### src/rtl/imem_loader.sv
`default_nettype none
`timescale 1ns/1ps
// ============================================================================
//  Module   : imem_loader
//  Purpose  : Boot-time instruction memory writer. Parses a framed host byte
//             stream (sync, 16-bit word count, little-endian words, XOR
//             checksum), writes each word to sequential word addresses and
//             releases the core from reset once the frame checksum matches.
//  Revision : 1.0  initial release
// ============================================================================
module imem_loader #(
    parameter int unsigned DEPTH_WORDS = 64,
    parameter logic [31:0] BASE_ADDR   = 32'h0000_0000,
    parameter logic [7:0]  SYNC_BYTE   = 8'hA5
) (
    input  logic        clk,
    input  logic        rst,          // asynchronous, active low
    input  logic [7:0]  byte_in,
    input  logic        byte_valid,
    output logic        byte_ready,
    input  logic        reload,
    output logic        imem_we,
    output logic [31:0] imem_addr,
    output logic [31:0] imem_wdata,
    output logic        core_rst_n,
    output logic        done,
    output logic        error
);

    typedef enum logic [2:0] {
        S_IDLE   = 3'd0,
        S_LEN_LO = 3'd1,
        S_LEN_HI = 3'd2,
        S_DATA   = 3'd3,
        S_CHECK  = 3'd4,
        S_DONE   = 3'd5,
        S_ERR    = 3'd6
    } state_t;

    localparam logic [31:0] c_DEPTH = 32'(DEPTH_WORDS);

    state_t      r_state;
    logic [7:0]  r_len_lo;
    logic [15:0] r_len;
    logic [15:0] r_word_cnt;
    logic [1:0]  r_byte_idx;
    logic [23:0] r_asm;        // lanes 0..2; lane 3 goes straight to the write data
    logic [7:0]  r_chk;
    logic        r_we;
    logic [31:0] r_addr;
    logic [31:0] r_wdata;
    logic        r_done;
    logic        r_error;
    logic        r_core_rst_n;

    logic        w_accept;
    logic [15:0] w_len_full;
    logic        w_len_too_big;
    logic [15:0] w_word_next;
    logic [31:0] w_word_addr;
    logic        w_ready_state;

    // Stream is accepted in every state except the two terminal ones; the
    // reset term keeps byte_ready low while rst is asserted.
    assign w_ready_state = (r_state != S_DONE) && (r_state != S_ERR);
    assign byte_ready    = rst & w_ready_state;
    assign w_accept      = byte_valid & byte_ready;

    assign w_len_full    = {byte_in, r_len_lo};
    assign w_len_too_big = ({16'd0, w_len_full} > c_DEPTH);
    assign w_word_next   = r_word_cnt + 16'd1;
    assign w_word_addr   = BASE_ADDR + {14'd0, r_word_cnt, 2'b00};

    assign imem_we    = r_we;
    assign imem_addr  = r_addr;
    assign imem_wdata = r_wdata;
    assign done       = r_done;
    assign error      = r_error;
    assign core_rst_n = r_core_rst_n;

    // Frame parser, word assembly, write port and status outputs.
    always_ff @(posedge clk or negedge rst) begin
        if (!rst) begin
            r_state      <= S_IDLE;
            r_len_lo     <= 8'd0;
            r_len        <= 16'd0;
            r_word_cnt   <= 16'd0;
            r_byte_idx   <= 2'd0;
            r_asm        <= 24'd0;
            r_chk        <= 8'd0;
            r_we         <= 1'b0;
            r_addr       <= BASE_ADDR;
            r_wdata      <= 32'd0;
            r_done       <= 1'b0;
            r_error      <= 1'b0;
            r_core_rst_n <= 1'b0;
        end else begin
            // Write strobe is a single-cycle pulse per assembled word.
            r_we <= 1'b0;
            unique case (r_state)
                S_IDLE: begin
                    if (w_accept && (byte_in == SYNC_BYTE)) begin
                        r_state <= S_LEN_LO;
                        r_chk   <= 8'd0;   // every frame starts a fresh checksum
                    end
                end
                S_LEN_LO: begin
                    if (w_accept) begin
                        r_len_lo <= byte_in;
                        r_state  <= S_LEN_HI;
                    end
                end
                S_LEN_HI: begin
                    if (w_accept) begin
                        r_len      <= w_len_full;
                        r_word_cnt <= 16'd0;
                        r_byte_idx <= 2'd0;
                        if (w_len_full == 16'd0) begin
                            r_state <= S_CHECK;
                        end else if (w_len_too_big) begin
                            r_state <= S_ERR;
                            r_error <= 1'b1;
                        end else begin
                            r_state <= S_DATA;
                        end
                    end
                end
                S_DATA: begin
                    if (w_accept) begin
                        r_chk      <= r_chk ^ byte_in;
                        r_byte_idx <= r_byte_idx + 2'd1;
                        case (r_byte_idx)
                            2'd0: r_asm[7:0]   <= byte_in;
                            2'd1: r_asm[15:8]  <= byte_in;
                            2'd2: r_asm[23:16] <= byte_in;
                            2'd3: begin
                                r_we       <= 1'b1;
                                r_wdata    <= {byte_in, r_asm};
                                r_addr     <= w_word_addr;
                                r_word_cnt <= w_word_next;
                                if (w_word_next == r_len) begin
                                    r_state <= S_CHECK;
                                end
                            end
                        endcase
                    end
                end
                S_CHECK: begin
                    if (w_accept) begin
                        if (byte_in == r_chk) begin
                            r_state      <= S_DONE;
                            r_done       <= 1'b1;
                            r_core_rst_n <= 1'b1;
                        end else begin
                            r_state <= S_ERR;
                            r_error <= 1'b1;
                        end
                    end
                end
                S_DONE: begin
                    if (reload) begin
                        r_state      <= S_IDLE;
                        r_done       <= 1'b0;
                        r_core_rst_n <= 1'b0;
                        r_chk        <= 8'd0;
                    end
                end
                S_ERR: begin
                    if (reload) begin
                        r_state <= S_IDLE;
                        r_error <= 1'b0;
                    end
                end
                default: begin
                    r_state <= S_IDLE;
                end
            endcase
        end
    end

endmodule
`default_nettype wire
### config.mk
export PLATFORM = sky130hd
export DESIGN_NAME = imem_loader
export DESIGN_NICKNAME = d
export VERILOG_FILES = /design/src/rtl/imem_loader.sv
export SDC_FILE = /design/constraint.sdc
export NUM_CORES = 1
export LEC_CHECK = 0
export CORE_MARGIN = 2
export CORE_UTILIZATION = 25
export CTS_CLUSTER_DIAMETER = 40
export DETAILED_ROUTE_END_ITERATION = 8
export DONT_BUFFER_PORTS = 1
export SYNTH_ARGS = -nofsm -noshare
export SYNTH_HDL_FRONTEND = slang
export SYNTH_SLANG_ARGS = --single-unit
### constraint.sdc
create_clock -name clk -period 3.1 [get_ports clk]
set_clock_uncertainty 0.1 [all_clocks]
set_input_delay 0.465 -clock clk [delete_from_list [all_inputs] [get_ports clk]]
set_output_delay 0.465 -clock clk [all_outputs]
set_load 0.005 [all_outputs]
**Word-level counts from Yosys, hierarchy flattened**

Cells that the tools add are included.

- Output and inout port bits: 69
- Logic and storage cells: 106
- Input port bits: 12
- Flip-flop bits (word level): 128

- Reductions and logical operators: 22
- Add/subtract/negate cells: 2
- Equal/unequal tests: 28
- Mux-type cells: 36
- Bitwise operators: 3
- Order comparisons: 1

Operators by type and width:

| kind | number |
|---|---|
| 16-bit 2-to-1 mux | 3 |
| 16-bit one-hot mux with 2 select lines | 1 |
| 3-bit 2-to-1 mux | 10 |
| 2-bit inequality test (second input constant) | 13 |
| 8-bit 2-to-1 mux | 3 |
| 8-bit one-hot mux with 3 select lines | 1 |
| 3-bit one-hot mux with 6 select lines | 1 |
| 16-bit by 1-bit adder with 16-bit output (second input constant) | 1 |
| 16-bit equality test | 1 |
| 16-bit by 7-bit greater-than comparator with 1-bit output (second input constant) | 1 |
| 16-bit logical NOT | 1 |
| 3-bit AND reduction | 5 |
| 4-bit AND reduction | 3 |
| 1-bit 2-to-1 mux | 11 |
| 3-bit equality test (second input constant) | 3 |
| 8-bit equality test | 1 |
| 8-bit equality test (second input constant) | 1 |
| 8-bit AND reduction | 1 |
| 8-bit XOR | 1 |
| 7-bit AND reduction | 1 |
| 3-bit by 2-bit equality test with 1-bit output (second input constant) | 2 |
| 2-bit 2-to-1 mux | 3 |
| 3-bit inequality test (second input constant) | 2 |
| 3-bit nonzero test | 2 |
| 15 further kinds | 20 |

**Depth between registers and ports, before layout**

- Word-level depth: 7
- Mapped depth: 9
- Depth with buffers taken out: 7

**Least setup slack after synthesis**

No wires, ideal clock.

- Path kind: reg2reg
- From: register r_word_cnt[0]
- To: register r_state[0]
- Buffers on the path: 1
- Clock period less this slack: 2.275 ns
- Slack: 0.825 ns
- Arrival time: 2.029 ns
- Stages on the path, launching flop included: 9
- Setup time: 0.146 ns
- Cell sequence: dfrtp_1 ha_1 buf_4 xnor2_1 a21oi_1 o2111ai_1 or4_4 nor4_2 a221oi_1

- Cells in the longest elaborated chain, start to end: 4

RTL lines:

| what | RTL line | text |
|---|---|---|
| start: declaration | 45 | `logic [15:0] r_word_cnt;` |
| start signal: assignment | 140 | `r_word_cnt <= w_word_next;` |
| 16-bit by 1-bit adder with 16-bit output | 71 | `assign w_word_next = r_word_cnt + 16'd1;` |
| 16-bit equality test | 141 | `if (w_word_next == r_len) begin` |
| 2-bit inequality test (no source line) | n/a |  |
| 8-bit AND reduction (no source line) | n/a |  |
| end signal: assignment | 84 | `r_state <= S_IDLE;` |
| end signal: assignment | 142 | `r_state <= S_CHECK;` |
| end signal: assignment | 151 | `r_state <= S_DONE;` |
| end: declaration | 42 | `state_t r_state;` |

No other way between the ends.
A chain may end at the register's enable or synchronous reset.

**Final worst setup path**

- From: register r_word_cnt[0]
- To: register r_state[1]

The elaborated chain is that of the path after synthesis.

==> results_tabular.tex <==
\begin{tabular}{lr}
\hline
Metric & Value \\
\hline
\multicolumn{2}{l}{\textbf{Logic synthesis}} \\
Number of synthesized register bits & about 130 \\
Area of the mapped netlist & 6120 µm² \\
Syn Area/Cell & about 10 µm² \\
Total number of yosys warnings & 0 \\
Gate count after technology mapping & between 600 and 700 \\
Fraction of registers with async set/reset & 1.00 \\
Flip-flop cell with the highest count after synthesis & dfrtp\_1 \\
Count of different cell masters after synthesis & 58 \\
Share of the yosys chip area belonging to registers & 0.523 \\
Number of enable-type register cells in the synthesized netlist & 0 \\
\multicolumn{2}{l}{\textbf{Placement}} \\
Port buffer count & 0 \\
Routability cong. & 0.780 \\
Inst Count DP & about 900 \\
Placed wire-length estimate after detailed placement & approximately 9400 µm \\
\multicolumn{2}{l}{\textbf{Critical path}} \\
Crit path depth & 7 \\
FF-to-FF path depth & 7 \\
Arrival time reported for the critical path endpoint & roughly 3 ns \\
Launching element type of the critical path & flop \\
Top delay family on crit path & simple AND/OR/NAND/NOR gates \\
Last element of the critical path & r\_state[1] \\
Cells along the critical path & ha\_1 -> xnor2\_1 -> a21oi\_1 -> o2111ai\_1 -> or4\_4 -> nor4\_2 -> a31oi\_1 \\
Maximum single-stage delay on the critical path & 0.51 ns \\
Element type at the critical path end & flop \\
Launch point of the worst path & r\_word\_cnt[0] \\
Type of the worst setup path & reg -> reg \\
Total buffers and inverters traversed by the critical path & 0 \\
Cell with the largest stage delay on the worst path & nor4\_2 \\
Endpoint of the worst-slack reg-to-reg timing path & r\_state[1] \\
Reg2reg setup slack & about 0.33 ns \\
CP max FO & 8 \\
Origin of the critical flop-to-flop path & r\_word\_cnt[0] \\
Required time of the critical path & 3.27 ns \\
\multicolumn{2}{l}{\textbf{STA}} \\
Transition time of the tightest slew-check pin & approximately 0.95 ns \\
Total count of hold-check failures in the final report & about 130 \\
Final number of setup-violating endpoints & 0 \\
Crit share post-route & 0.892 \\
Setup repair after global routing missed its margin & false \\
Highest clock frequency the design can meet & between 300 and 400 MHz \\
Setup TNS Final & 0 ns \\
Clock period minus final worst setup slack & between 2 and 3 ns \\
Max Slew Vio Count & 0 \\
Worst slew slack as a fraction of its limit & 0.362 \\
Worst hold slack across all endpoints & -0.349 ns \\
\multicolumn{2}{l}{\textbf{Pwr}} \\
LEAKAGE & about 3.2 nW \\
Final Power & approximately 0.0058 W \\
Worst IR Drop VDD & 0.000306 V \\
Total power divided by cell area & 837 nW/µm² \\
\multicolumn{2}{l}{\textbf{Routing}} \\
Number of search-and-repair iterations in the first detailed-routing pass & 4 \\
Drt initial violations & 299 \\
Routed vias/inst & 4.54 \\
Final WL & approximately 15,000 µm \\
Residual antenna-violating net count after detailed routing & 0 \\
Routed len/inst & roughly 15 µm \\
DRC viols & 0 \\
Via count & approximately 4,300 \\
\multicolumn{2}{l}{\textbf{Final layout}} \\
Net count reported at finish & 630 \\
Share of post-route cells with drive strength above 1 & 0.165 \\
Layout overhead on the synthesized area & 13.1\% \\
Filler cell count & around 2,500 \\
Number of antenna cells inserted & 0 \\
Number of cells in the finished layout apart from fillers & 948 \\
\multicolumn{2}{l}{\textbf{Floorplan}} \\
Chip Height & between 150 and 200 µm \\
Placeable core area & approximately 24,000 µm² \\
I/O pins & a little over 80 \\
Overall die area & about 26,000 µm² \\
Chip Width & about 160 µm \\
Std-Cell Rows & 57 \\
Initial Utilization & 0.253 \\
\multicolumn{2}{l}{\textbf{Clock network}} \\
Clock tree from TritonCTS & done \\
CTS HTree Levels & 4 \\
Clock buffers created by TritonCTS & 17 \\
Clk buf depth & 2 \\
Clk sinks & about 130 \\
Cell at the root of the clock tree & clkbuf\_16 \\
Clock slew at reported path FFs & approximately 0.06 ns \\
Clock Latency Late Sink & $\sim$0.42 ns \\
\multicolumn{2}{l}{\textbf{GRT}} \\
Total routing resource utilization after global routing & 0.120 \\
Grt peak-use layer & met2 \\
Global-route congestion overflow total & 0 \\
Grt met1 use & 0.159 \\
Antenna violations before repair & 1 \\
M3 GR Usage & 0.0424 \\
Global-route wire length before repair & 23,900 µm \\
Maximum number of pins on one net before global-route repair & between 100 and 150 \\
Met2 Track Usage GR & 0.183 \\
Vias in the first global route & between 4,000 and 5,000 \\
\multicolumn{2}{l}{\textbf{Run}} \\
Reported max-cap violation count & 0 \\
\multicolumn{2}{l}{\textbf{Run status}} \\
Result of the run & complete, but fails checks \\
Violated checks & negative hold slack \\
\multicolumn{2}{l}{\textbf{Min path}} \\
Hold Crit Class & in -> async \\
\hline
\end{tabular}
==> worst min-delay path by stage <==
stage                               end  slack, ns
after detailed placement  imem_wdata[5]       0.07
after global routing            imem_we      -0.37
after floorplan              core_rst_n       0.07
after CTS                 imem_addr[10]      -0.37
final                           imem_we      -0.35
after global placement    imem_wdata[7]       0.07
==> per-layer routing <==
layer  share of wire  vias up  wire, µm
met5               0        -         0
li1                -     2038         -
met4          0.0099        0       145
met1            0.47     2137      6910
met2            0.46      119      6670
met3           0.063       13       915
==> power breakdown <==
group          total (W)  leakage (nW)  switching (W)  internal [W]
logic            0.00136          1.23       0.000674      0.000682
registers        0.00255          1.70       0.000390       0.00216
clock network    0.00188         0.272       0.000711       0.00117
==> placed cells by master (no fill, tap or decap), drive strengths merged, types with 3 or more instances in the layout <==
cell type,n
a211oi,3
a21oi,13
and2,4
and3,4
buf,11
clkbuf,24
clkinv,4
conb,16
dfrtp,128
ha,5
inv,7
mux2,49
nand2,176
nand3,9
nand4,6
nor2,29
nor2b,3
nor3,4
nor4,9
o21ai,45
o31ai,8
xnor2,24
xor2,8
==> per-stage QoR <==
stage                     hold slack (ns)   util  area, µm²  setup slack, ns
after CTS                          -0.369  0.286       6920            0.405
final                              -0.349  0.286       6920            0.334
after global placement             0.0749  0.264       6370            0.540
after detailed placement           0.0743  0.264       6370            0.414
after floorplan                    0.0694      -       6180            0.825
after global routing               -0.374  0.286       6920            0.204
==> sequential cells by signal (all words and copies together), names as in the netlist <==
register	count
imem_wdata	32
r_asm	24
imem_addr	16
r_len	16
r_word_cnt	16
r_chk	8
r_len_lo	8
r_state	3
r_byte_idx	2
core_rst_n	1
error	1
imem_we	1
==> synthesized netlist by cell type, types with 8 or more instances <==
cell,n,area share
clkbuf_1,25,0.015
dfrtp_1,128,0.52
o21ai_0,45,0.037
o31ai_1,8,0.0098
xnor2_1,24,0.034
buf_2,12,0.0098
nand2_1,175,0.11
xor2_1,8,0.011
buf_4,18,0.022
a21oi_1,13,0.011
nor2_1,27,0.017
mux2_2,49,0.090
==> kinds of logic (layout without fill, tap and decap cells) <==
| kind of cell | Yosys count | count (layout) | share of synthesized area |
|---|---|---|---|
| AOI/OAI and AO/OA | 90 | 90 | 0.0901 |
| muxes | 50 | 50 | 0.0918 |
| and+or+nand+nor | 255 | 255 | 0.185 |
| DFF | 128 | 128 | 0.523 |
| adders and majority gates | 5 | 5 | 0.0102 |
| xor gates and xnor gates | 32 | 32 | 0.0458 |
| buffers and inverters | 63 | 48 | 0.0533 |
| other | 1 | 16 | 0.000613 |
==> what timing repair did <==
action,in CTS,in global routing
gates resized for setup,0,0
hold endpoints to repair,128,128
setup buffers,0,0
==> layout make-up <==
type / instances / area, µm² / area share
repair buffers: 11 / 82.6 / 0.0119
inverters: 7 / 26.3 / 0.00380
clock inverters: 6 / 57.6 / 0.00831
well taps: 324 / 405 / 0.0586
flip-flops and latches: 128 / 3200 / 0.463
multi-input cells: 448 / 2660 / 0.384
clock buffers: 24 / 492 / 0.0710
Power figures use the tool's default switching activity.
